## src/rtl/imem_dmem_arbiter.sv

```systemverilog
// Shares one single-port, 1-cycle-latency memory between instruction fetch and data access.
// Data wins contested cycles unless fetch has been denied MAX_WAIT times in a row.
module imem_dmem_arbiter #(
  parameter int DATA_WIDTH = 32,
  parameter int MAX_WAIT   = 4
) (
  input  logic                  clk,
  input  logic                  rst,
  input  logic                  i_req,
  input  logic [DATA_WIDTH-1:0] i_addr,
  output logic                  i_gnt,
  output logic                  i_rvalid,
  output logic [DATA_WIDTH-1:0] i_rdata,
  input  logic                  d_req,
  input  logic [DATA_WIDTH-1:0] d_addr,
  input  logic [DATA_WIDTH-1:0] d_wdata,
  input  logic                  d_we0,
  input  logic                  d_we1,
  input  logic                  d_we2,
  output logic                  d_gnt,
  output logic                  d_rvalid,
  output logic [DATA_WIDTH-1:0] d_rdata,
  output logic [DATA_WIDTH-1:0] m_addr,
  output logic [DATA_WIDTH-1:0] m_wdata,
  output logic                  m_we0,
  output logic                  m_we1,
  output logic                  m_we2,
  input  logic [DATA_WIDTH-1:0] m_rdata,
  output logic [3:0]            starve_cnt
);

  // Handshake: a requester holds req (and its address/data/enables) until the
  // cycle its gnt is high; the response, if any, is the cycle after with rvalid=1.

  typedef enum logic [1:0] {
    OWN_NONE  = 2'd0,
    OWN_INST  = 2'd1,
    OWN_DREAD = 2'd2
  } owner_t;

  localparam logic [3:0] MAX_WAIT_C = 4'(MAX_WAIT);

  owner_t                r_owner;
  logic [3:0]            r_starve;
  logic [DATA_WIDTH-1:0] r_last_addr;
  logic [DATA_WIDTH-1:0] r_i_rdata;
  logic [DATA_WIDTH-1:0] r_d_rdata;

  logic w_i_gnt;
  logic w_d_gnt;
  logic w_d_store;
  logic w_i_route;
  logic w_d_route;

  assign w_d_store = d_we0 | d_we1 | d_we2;

  always_comb begin
    w_i_gnt = 1'b0;
    w_d_gnt = 1'b0;
    if (rst) begin
      if (i_req && (!d_req || (r_starve >= MAX_WAIT_C))) begin
        w_i_gnt = 1'b1;
      end else if (d_req) begin
        w_d_gnt = 1'b1;
      end
    end
  end

  assign i_gnt = w_i_gnt;
  assign d_gnt = w_d_gnt;

  always_comb begin
    m_addr = r_last_addr;
    if (w_i_gnt) begin
      m_addr = i_addr;
    end else if (w_d_gnt) begin
      m_addr = d_addr;
    end
  end

  assign m_wdata = w_d_gnt ? d_wdata : '0;
  assign m_we0   = w_d_gnt & d_we0;
  assign m_we1   = w_d_gnt & d_we1;
  assign m_we2   = w_d_gnt & d_we2;

  // Gating with rst drops a response whose grant preceded a reset cycle.
  assign w_i_route = rst && (r_owner == OWN_INST);
  assign w_d_route = rst && (r_owner == OWN_DREAD);

  assign i_rvalid = w_i_route;
  assign d_rvalid = w_d_route;
  assign i_rdata  = w_i_route ? m_rdata : r_i_rdata;
  assign d_rdata  = w_d_route ? m_rdata : r_d_rdata;

  assign starve_cnt = r_starve;

  always_ff @(posedge clk) begin
    if (!rst) begin
      r_owner     <= OWN_NONE;
      r_starve    <= 4'd0;
      r_last_addr <= '0;
      r_i_rdata   <= '0;
      r_d_rdata   <= '0;
    end else begin
      if (w_i_gnt) begin
        r_owner <= OWN_INST;
      end else if (w_d_gnt && !w_d_store) begin
        r_owner <= OWN_DREAD;
      end else begin
        r_owner <= OWN_NONE;
      end

      if (i_req && !w_i_gnt) begin
        if (r_starve != 4'd15) begin
          r_starve <= r_starve + 4'd1;
        end
      end else begin
        r_starve <= 4'd0;
      end

      if (w_i_gnt || w_d_gnt) begin
        r_last_addr <= m_addr;
      end
      if (w_i_route) begin
        r_i_rdata <= m_rdata;
      end
      if (w_d_route) begin
        r_d_rdata <= m_rdata;
      end
    end
  end

endmodule

```

## config.mk

```make
export PLATFORM = sky130hd
export DESIGN_NAME = imem_dmem_arbiter
export DESIGN_NICKNAME = d
export VERILOG_FILES = /design/src/rtl/imem_dmem_arbiter.sv
export SDC_FILE = /design/constraint.sdc
export NUM_CORES = 1
export LEC_CHECK = 0
export CAP_MARGIN = 20
export CELL_PAD_IN_SITES_DETAIL_PLACEMENT = 1
export CELL_PAD_IN_SITES_GLOBAL_PLACEMENT = 1
export CORE_MARGIN = 1.5
export CORE_UTILIZATION = 28
export CTS_CLUSTER_SIZE = 8
export DETAILED_ROUTE_END_ITERATION = 16
export GPL_TIMING_DRIVEN = 0
export PLACE_DENSITY_LB_ADDON = 0.1
export SLEW_MARGIN = 20
export SYNTH_ARGS = -nofsm -noshare
export SYNTH_HDL_FRONTEND = slang
export SYNTH_SLANG_ARGS = --single-unit
```

## constraint.sdc

```tcl
create_clock -name clk -period 1.8 [get_ports clk]
set_input_delay 0.36 -clock clk [delete_from_list [all_inputs] [get_ports clk]]
set_output_delay 0.36 -clock clk [all_outputs]
set_load 0.02 [all_outputs]
```

==> impl_metrics.tcl <==
set metrics [dict create \
    status "finished, violations left" \
    violations "negative setup slack" \
    ios 274 \
    htree_levels 3 \
    grt_pass1_wl_um 29150 \
    power.total_mw 5.813 \
    cp_slowest_cell "or3b_4" \
    numPortBuffers 273 \
    start_util_pct 28.59 \
    cp_cell_sequence "or3b_4, buf_8, a32oi_2, nand2_1, buf_6" \
    multi_input_area_um2 2954 \
    hpwl_um 13210 \
    ir_worst_vdd_v 0.0003863 \
    yosys_warnings 0 \
    timing.fmax_mhz 453.5 \
    core.rowCount 48 \
    die_x_um 135.7 \
    setup_viol 134 \
    synth-edff-count 0 \
    area_growth_pct 91.67 \
    crit_type "reg2out" \
    netlist_top_cells_count "dfxtp_1, and2_1, and3_1" \
    fillers 1828 \
    place_ws_ns -1.286 \
    swShare_pct 28.65 \
    clock-sinks 102 \
    crit_family "simple AND/OR/NAND/NOR gates" \
    routed_wl_um 19420 \
    wire_per_inst_um 18.87 \
    ys.flop_type "dfxtp_1" \
    clockBufferDepth 2 \
    place_congestion 0.7176 \
    finalHoldViolCount 0 \
    finalMaxSlewViolations 0 \
    pwr-share-seq_pct 40.5 \
    leakage_nw 4.355 \
    ant_nets 0 \
    cts_tree "done" \
    crit_fanout 10 \
    crit_required_ns 1.44 \
    syn_avg_cell_area_um2 10.81 \
    cts-buffers-inserted 9 \
    grt_overflow 0 \
    worst-slew-pin-transition_ns 0.5003 \
    grt_max_degree 20 \
    vias 4804 \
    clock_latency_ns 0.35 \
    crit_path_start_kind "flip-flop" \
    slew_headroom_pct 66.65 \
    nets 935 \
    layout-drive-gt1-share_pct 48.38 \
    die_y_um 135.7 \
    antenna_cells 0 \
    grt_pass1_vias 5295 \
    ys_ff_latch 102 \
    hp-class "reg2reg" \
    drc 0 \
    syn_area_um2 4927 \
    core-area_um2 17240 \
    grt_usage_pct 20.45 \
    synth_top_area_share_pct 41.44 \
    arrival_ns 1.85 \
    die_area_um2 18400 \
    p_comb_share_pct 26.0 \
    fin_ws_ns -0.4051 \
    seq_area_frac_synth_pct 41.44 \
    drt_iter0_markers 105 \
    syn-num-nets 592 \
    synth_area_leaders "dfxtp_1, mux2_4, and2_1, a32oi_2, mux2_2" \
    crit_buf_inv 2 \
    post-route-util_pct 54.79 \
    fin_skew_ns 0.008084 \
    seqCellArea_um2 2052 \
    synth_most_common_cell "dfxtp_1" \
    synth_top_cell_by_area "dfxtp_1" \
    fin_crit_ns 2.205 \
    p_int_mw 4.148 \
    pwr_density_cell_nw_per_um2 615.5 \
    antenna_found_initial 0 \
    async_flop_share_pct 0 \
    rsz0062_at_grt "true" \
    cp-end-kind "output port" \
    drtPass1Iterations 4 \
    root_buffer "clkbuf_16" \
    clockPowerShare_pct 33.5 \
    finalCritPeriodShare_pct 122.5 \
    cap_violations 0 \
    clk_pin_slew_worst_paths_ns 0.07 \
    cpPeakStageDelay_ns 0.49 \
    switchingPower_mw 1.666 \
    yosysUniqueCellTypes 25 \
    vias_per_cell 4.669 \
    syn_inst 456 \
]
## metrics by stage
step / TNS, ns / instances / cell area [um2] / hold slack, ns
2_1_floorplan: 0 / 456 / 4927 / 0.4356
3_3_place_gp: -151.50 / 954 / 7941 / 0.4367
3_5_place_dp: -159.72 / 954 / 7941 / 0.4435
4_1_cts: -33.15 / 1030 / 9260 / 0.4604
5_1_grt: -37.77 / 1029 / 9444 / 0.4739
6_report: -30.97 / 1029 / 9444 / 0.4574
## registers in the layout, summed over array words and instances (netlist names)
register / count
r_last_addr: 32
starve_cnt: 4
r_owner: 2
r_i_rdata: 32
r_d_rdata: 32
## worst paths after layout
path                                                 start                           to  slack [ns]  cells after the start
worst max-delay path            starve_cnt[3]$_SDFFE_PN0P_                    m_addr[4]       -0.41                      5
worst max register to register  starve_cnt[3]$_SDFFE_PN0P_  r_last_addr[4]$_SDFFE_PN0P_        0.16                      6
worst min-delay path            starve_cnt[0]$_SDFFE_PN0P_   starve_cnt[0]$_SDFFE_PN0P_        0.46                      1
worst min register to register  starve_cnt[0]$_SDFFE_PN0P_   starve_cnt[0]$_SDFFE_PN0P_        0.46                      1
## area by class of cell
type | instances | share of cell area (%)
inverter | 2 | 0.1060
clock inverter | 7 | 0.6624
buffer | 38 | 3.842
timing repair buffer | 337 | 37.02
tap | 225 | 2.981
multi-input combinational | 309 | 31.28
sequential | 102 | 21.73
clock buffer | 9 | 2.385
## metal layers
metal / wire length, um / up-vias / GRT usage, %
li1: - / 2303 / -
met1: 7740 / 2315 / 23.48
met2: 9880 / 160 / 37.00
met3: 1438 / 26 / 5.275
met4: 360 / 0 / 6.153
met5: 0 / - / 0
## placed cells by master (no fill, tap or decap), drive strengths merged
master and n:
or3b 1, clkinv 1, o21ai 2, a21boi 32, conb 1, clkdlybuf4s15 3
and2 69, nor3b 1, nand2 33, a32oi 32, nand3 32, nand3b 2
nor4b 1, ha 1, dlymetal6s2s 1, mux2 64, nor2 1, clkdlybuf4s50 134
inv 8, buf 219, and3 37, clkbuf 27, dfxtp 102
## power by group through the flow
stage	clock network, mW	logic, mW	registers [mW]
after global placement	0	1.29	2.40
after global routing	2.11	1.60	2.36
after detailed placement	0	1.31	2.41
after floorplan	0	0.599	2.40
after CTS	2.01	1.47	2.36
final	1.95	1.51	2.36
## logic make-up (layout without fill, tap and decap cells)
logic type	Yosys count	count (layout)	share of synthesized area, %
compound gates	66	66	14.58
simple gates	177	177	20.62
flops	102	102	41.44
other cells	1	1	0.07611
mux	64	64	17.06
buf+inv	45	393	5.967
fa+ha+maj	1	1	0.2539
## worst reg2reg max path: stages, from the launching register on
cell      delay, ns
dfxtp_4        0.36
or3b_4         0.49
buf_8          0.19
a32oi_2        0.22
buf_4          0.14
buf_4          0.09
a21boi_1       0.05
## repair_timing
item | in CTS | in global routing
hold buffers | 0 | 0
pin swaps | 36 | 14
setup endpoints to repair | 152 | 136
cloned | 11 | 0
buffers inserted | 50 | 10
gates resized for setup | 876 | 92
No activity file was read; power rests on OpenSTA's default activity.
